--- src/rtl/alu_pkg.sv ---
// Shared types and constants for the ALU issue controller and its register file.
package alu_pkg;

  typedef logic [2:0] alu_sel_t;

  typedef enum logic [1:0] {
    IDLE  = 2'd0,
    ISSUE = 2'd1,
    HOLD  = 2'd2
  } issue_state_t;

  localparam alu_sel_t ALU_OP_ADD = 3'b000;

endpackage

--- src/rtl/alu_regfile.sv ---
// NREG x N register file: two asynchronous read ports, one synchronous write port,
// register 0 hardwired to zero, synchronous reset clears every entry.
module alu_regfile #(
  parameter int N    = 8,
  parameter int NREG = 8
) (
  input  logic                    clk,
  input  logic                    rst,
  input  logic [$clog2(NREG)-1:0] ra_addr,
  input  logic [$clog2(NREG)-1:0] rb_addr,
  output logic [N-1:0]            ra_data,
  output logic [N-1:0]            rb_data,
  input  logic                    we,
  input  logic [$clog2(NREG)-1:0] wa,
  input  logic [N-1:0]            wd
);

  logic [N-1:0] regs [NREG];

  always_ff @(posedge clk) begin
    if (rst) begin
      for (int i = 0; i < NREG; i++) regs[i] <= '0;
    end else if (we && (wa != '0)) begin
      regs[wa] <= wd;
    end
  end

  // Register 0 reads as zero regardless of storage contents.
  assign ra_data = (ra_addr == '0) ? '0 : regs[ra_addr];
  assign rb_data = (rb_addr == '0) ? '0 : regs[rb_addr];

endmodule

--- src/rtl/alu_issue_ctrl.sv ---
// Single-issue sequencer feeding alu_ip: registers operands, captures C/Z, writes back.
// Optional Z=1 result counter on port zcount when ALU_ISSUE_ZCNT_EN is defined.
module alu_issue_ctrl
  import alu_pkg::*;
#(
  parameter int N    = 8,
  parameter int NREG = 8
) (
  input  logic                    clk,
  input  logic                    rst,
  input  logic                    in_valid,
  output logic                    in_ready,
  input  logic [2:0]              in_op,
  input  logic [$clog2(NREG)-1:0] in_rd,
  input  logic [$clog2(NREG)-1:0] in_ra,
  input  logic [$clog2(NREG)-1:0] in_rb,
  input  logic                    in_imm_en,
  input  logic [N-1:0]            in_imm,
  output logic [2:0]              sel,
  output logic [N-1:0]            A,
  output logic [N-1:0]            B,
  input  logic [N-1:0]            C,
  input  logic                    Z,
  output logic                    res_valid,
  input  logic                    res_ready,
  output logic [N-1:0]            res_data,
  output logic                    res_zero,
  output logic [$clog2(NREG)-1:0] res_rd
`ifdef ALU_ISSUE_ZCNT_EN
  ,
  output logic [15:0]             zcount
`endif
);

  localparam int AW = $clog2(NREG);

  issue_state_t state;
  logic [N-1:0] ra_data;
  logic [N-1:0] rb_data;
  logic         accept;
  logic         wb_en;

  alu_regfile #(.N(N), .NREG(NREG)) u_rf (
    .clk     (clk),
    .rst     (rst),
    .ra_addr (in_ra),
    .rb_addr (in_rb),
    .ra_data (ra_data),
    .rb_data (rb_data),
    .we      (wb_en),
    .wa      (res_rd),
    .wd      (C)
  );

  // Ready in HOLD depends only on res_ready so a new op can overlap the result handoff.
  assign in_ready = (state == IDLE) || ((state == HOLD) && res_ready);
  assign accept   = in_valid && in_ready;
  assign wb_en    = (state == ISSUE) && (res_rd != AW'(0));

  always_ff @(posedge clk) begin
    if (rst) begin
      state     <= IDLE;
      sel       <= '0;
      A         <= '0;
      B         <= '0;
      res_valid <= 1'b0;
      res_data  <= '0;
      res_zero  <= 1'b0;
      res_rd    <= '0;
    end else begin
      case (state)
        IDLE: begin
          if (accept) begin
            sel    <= in_op;
            A      <= ra_data;
            B      <= in_imm_en ? in_imm : rb_data;
            res_rd <= in_rd;
            state  <= ISSUE;
          end
        end
        ISSUE: begin
          res_data  <= C;
          res_zero  <= Z;
          res_valid <= 1'b1;
          state     <= HOLD;
        end
        HOLD: begin
          if (res_ready) begin
            res_valid <= 1'b0;
            if (accept) begin
              sel    <= in_op;
              A      <= ra_data;
              B      <= in_imm_en ? in_imm : rb_data;
              res_rd <= in_rd;
              state  <= ISSUE;
            end else begin
              state <= IDLE;
            end
          end
        end
        default: state <= IDLE;
      endcase
    end
  end

`ifdef ALU_ISSUE_ZCNT_EN
  always_ff @(posedge clk) begin
    if (rst) begin
      zcount <= '0;
    end else if ((state == ISSUE) && Z && (zcount != 16'hFFFF)) begin
      zcount <= zcount + 16'd1;
    end
  end
`endif

endmodule

--- config.mk ---
export PLATFORM = sky130hd
export DESIGN_NAME = alu_issue_ctrl
export DESIGN_NICKNAME = d
export VERILOG_FILES = /design/src/rtl/alu_pkg.sv /design/src/rtl/alu_regfile.sv /design/src/rtl/alu_issue_ctrl.sv
export SDC_FILE = /design/constraint.sdc
export NUM_CORES = 1
export LEC_CHECK = 0
export CORE_ASPECT_RATIO = 0.7
export CORE_MARGIN = 2
export CORE_UTILIZATION = 54
export CTS_CLUSTER_SIZE = 20
export DETAILED_ROUTE_END_ITERATION = 16
export PLACE_DENSITY = 0.8
export SYNTH_ARGS = -nofsm -noshare
export SYNTH_HDL_FRONTEND = slang
export SYNTH_SLANG_ARGS = --single-unit
--- constraint.sdc ---
create_clock -name clk -period 1.7 [get_ports clk]
set_input_delay 0.17 -clock clk [delete_from_list [all_inputs] [get_ports clk]]
set_output_delay 0.17 -clock clk [all_outputs]
set_load 0.01 [all_outputs]
* Word-level counts from Yosys, hierarchy flattened
Memory sizes are Yosys's and may differ from the RTL's. Index checks and enable logic that the tools add are counted. W data, S select, Z words.
Storage, ports and cells: flip-flop bits (word level) 34, bits in writable memories 64, bits of input ports 34, output and inout bits 33, memories 1
Cells by class: equality and inequality tests 4, muxes and demuxes 29, reductions and logical operators 15
Memories:
- u_rf.regs | depth 8, bits a word 8, rd ports 2, clocked after Yosys merged registers in 0, wr ports 8, RTL line alu_regfile.sv:18 | logic [N-1:0] regs [NREG];
Operators by type and width (count):
- $mux W8 | 8
- $pmux W8 S2 | 2
- $mux W3 | 5
- $pmux W3 S2 | 2
- $mux W1 | 8
- $reduce_or A8 Y1 | 1
- $logic_not A3 Y1 | 2
- $pmux W2 S3 | 1
- $reduce_and A2 Y1 | 3
- $logic_and A1 B1 Y1 | 4
- $mux W2 | 2
- $ne A2 B2 Y1 const B | 2
- $reduce_bool A2 Y1 | 2
- $reduce_bool A3 Y1 | 1
- $eq A2 B1 Y1 const B | 1
- $eq A2 B2 Y1 const B | 1
- $logic_not A2 Y1 | 1
- $pmux W1 S2 | 1
- $logic_or A1 B1 Y1 | 1

* Longest topological paths before layout
word-level depth 8, mapped depth 7, mapped depth without buffers 4

* By module
From an unflattened synthesis, not the netlist that was laid out.
Second synthesis, totals: cell total of the unflattened synthesis 399, area, all modules 4667.0 sq um
Modules (own cells, without submodules):
- alu_regfile | instances 1, cells an instance 243, area each 3229.3 sq um
- alu_issue_ctrl | instances 1, cells an instance 156, area each 1437.6 sq um

* Worst setup path after synthesis
Ideal clock, no wire load.
path type register to register, start point reg res_rd[0], end point mem u_rf.regs[3][0] (enable), setup time 0.309 ns, arrival 1.257 ns, path slack 0.134 ns, cell stages (with the launch flop) 4, path buffers 0, period minus slack after synthesis 1.566 ns, path through dfxtp_1 > nand3b_1 > nor2_1 > or2_2
RTL lines:
- start, declared | RTL line alu_issue_ctrl.sv:28 | output logic [$clog2(NREG)-1:0] res_rd
- start signal, assigned | RTL line alu_issue_ctrl.sv:77 | res_rd <= in_rd;
- start signal, assigned | RTL line alu_issue_ctrl.sv:94 | res_rd <= in_rd;
- end, declared | RTL line alu_regfile.sv:18

* Worst setup path in the final report
start point in in_rb[0], end point reg B[7]
On the way: word-level cells in the longest chain between the ends 6, elaborated cells on any way between the ends 7
Ends and longest elaborated chain:
- start, declared | RTL line alu_issue_ctrl.sv:16 | input logic [$clog2(NREG)-1:0] in_rb,
- $mem_v2 Z8 W8 or $logic_not A3 Y1 (tied branches)
- $mux W8 (*) | RTL line alu_regfile.sv:30 | assign rb_data = (rb_addr == '0) ? '0 : regs[rb_addr];
- $mux W8 (*) | RTL line alu_issue_ctrl.sv:76, alu_issue_ctrl.sv:93
- $mux W8 (*) | RTL line alu_issue_ctrl.sv:73, alu_issue_ctrl.sv:90
- $mux W8 | RTL line alu_issue_ctrl.sv:88 | if (res_ready) begin
- $pmux W8 S2 (*) | RTL line alu_issue_ctrl.sv:71 | case (state)
- end signal, assigned | RTL line alu_issue_ctrl.sv:76 | B <= in_imm_en ? in_imm : rb_data;
- end signal, assigned | RTL line alu_issue_ctrl.sv:93 | B <= in_imm_en ? in_imm : rb_data;
- end, declared | RTL line alu_issue_ctrl.sv:21 | output logic [N-1:0] B,
Mark *: on every way between the ends. The rest lies on a longest branch, timed or not. The select of a mux whose other input is x is not followed. A chain may end at the register's enable or synchronous reset.

==> results.cfg <==
[finish]
antenna_cells = 0
multiInputGateArea_um2 = 1940
final_core_util = 0.713
area_growth_pct = 26.2
layout-drive-gt1-share = 0.222
nNetsFinal = 502
fillCellCount = 594
seq_area_um2 = 2360

[clock_network]
cts_made_buffers = 9
cts_setup_buffers = 0
clkLatencyLatePin_ns = 0.34
clockBufferDepth = 2
clk_pin_slew_ns = 0.07
clkSinkCount = 90
cts_tree = built
root_buffer = clkbuf_16
htree_levels = 3

[route]
dr.pass1.iters = 4
via_per_inst = 5.81
drt-wirelength-per-cell_um = 18.8
ant_nets = 0
drt_iter0_markers = 270
drc_errors = 0
routed_wl_um = 10800
route.vias.total = 3336

[grt]
grt_pass1_wl_um = 17500
antenna_found_initial = 0
grt_max_degree = 27
grt_usage = 0.255
overflow = 0
grt_pass1_vias = 3305

[critical_path]
critPathLaunchType = input port
critPathMaxFanout = 9
crit_type = in -> reg
arrival_ns = 1.82
end_kind = register
cp.required_ns = 1.92

[floorplanning]
num_io_pins = 67
start_util = 0.565
dieWidth_um = 113
die_y_um = 80.6
die-area_um2 = 9140
core_area_um2 = 8010
rows = 27

[timing]
final.period_utilization = 0.943
slew-limit-headroom = 0.650
fmax_mhz = 623
rsz0062_at_grt = no
finalSetupTns_ns = 0
worstMarginPinSlew_ns = 0.523
whs_ns = 0.191
setup_viol = 0
finalHoldViolCount = 0
min_period_ns = 1.60
drv_slew = 0
fin_skew_ns = 0.00756

[synth]
yosys_warnings = 0
yosysMostFrequentCell = and2_1
syn_inst = 380
ys_types = 43
synth_common_cells = and2_1, edfxtp_1, nand2_1, dfxtp_1, a21oi_1
synth_nets = 414
postSynthAreaPerCell_um2 = 11.9
ys_ff_latch = 90
synth_edf_count = 56
ys_async_sr_fraction = 0
syn_area_um2 = 4530
synthTopCellsByArea = edfxtp_1, dfxtp_1, and2_1
yosysTopAreaCell = edfxtp_1
synth_top_area_frac = 0.372
ys.flop_type = edfxtp_1
ys_seq_area_frac = 0.522

[power_and_ir_drop]
ir_worst_vdd_uv = 774
p_per_area_nw_per_um2 = 914
p_leak_nw = 2.13

[place]
place.gp.congestion = 0.884
numPortBuffers = 66
hpwlAfterDp_um = 8130

[hold_path]
hold_path_class = in -> reg

[outcome]
status = complete, no violations

[job]
maxCapViolations = 0
[layer usage]
layer	vias to the layer above	GRT usage	wire length (um)
met3	16	0.0868	1110
met1	1587	0.357	4790
met4	0	0.0671	140
li1	1566	-	-
met5	-	0.0121	0
met2	167	0.380	4750
[what timing repair did]
| item | CTS | global route |
|---|---|---|
| resized for setup | 1 | 4 |
| pin swaps | 0 | 1 |
| setup endpoints to repair | 1 | 19 |
| hold buffers | 0 | 0 |
[worst paths after layout]
kind / startpoint / endpoint / slack [ns] / cells past startpoint
setup / recovery: in_rb[0] / B[7] / 0.1 / 6
hold / removal: rst / res_rd[0] / 0.19 / 2
setup reg to reg: state[0] / B[7] / 0.16 / 4
hold reg to reg: sel[0] / sel[0] / 0.46 / 2
[layout by cell type, fill, tap and decap left out, types with 6 or more instances in the layout]
master,count
or2_2,6
and2_1,57
buf_4,31
a221o_1,8
mux2_2,21
nand3_1,8
mux4_2,9
edfxtp_1,56
nor2_1,11
nand2_1,46
mux2i_1,7
clkdlybuf4s50_1,64
clkbuf_16,9
dfxtp_1,33
a21oi_1,29
nand2b_1,14
[cells by family (layout without fill, tap and decap cells)]
| group | Yosys count | after routing | share of synthesized area |
|---|---|---|---|
| AOI/OAI and AO/OA | 61 | 61 | 0.0951 |
| buffers and inverters | 28 | 121 | 0.0511 |
| DFF | 90 | 90 | 0.522 |
| muxes | 40 | 40 | 0.120 |
| and+or+nand+nor | 161 | 161 | 0.212 |
[per-stage QoR]
| step | area [um2] | cells | power (mW) | setup WS, ns |
|---|---|---|---|---|
| detailed placement | 5390 | 558 | 3.22 | -0.252 |
| global placement | 5390 | 558 | 3.20 | -0.174 |
| global route | 5710 | 574 | 5.40 | 0.00382 |
| finish | 5710 | 574 | 5.22 | 0.0961 |
| floorplan | 4530 | 380 | 2.90 | 0.134 |
| CTS | 5700 | 574 | 5.24 | 0.0214 |
[layout make-up]
class / count / area share
Inverter: 4 / 0.00263
Clock inverter: 7 / 0.0145
Multi-Input combinational cell: 262 / 0.339
Timing Repair Buffer: 101 / 0.168
Sequential cell: 90 / 0.414
Clock buffer: 9 / 0.0394
Tap cell: 101 / 0.0221
[state kept, by name, summed over array words and instances (netlist names)]
register / flops
res_data: 8
sel: 3
res_rd: 3
B: 8
res_valid: 1
state: 2
A: 8
res_zero: 1
u_rf.regs: 56
[worst max-delay path, cell delays in order]
cell             delay [ns]
clkdlybuf4s50_1        0.46
buf_4                  0.18
mux4_2                 0.50
a22oi_1                0.21
o311a_1                0.22
o41ai_2                0.08
[where the power goes]
group          total (mW)  leakage, nW  switching (mW)  internal (mW)
Clock                2.03        0.145           0.867           1.16
Combinational       0.691         1.12           0.320          0.371
Sequential           2.49        0.859          0.0786           2.42
Note: power is estimated with default switching activity, not from simulation.
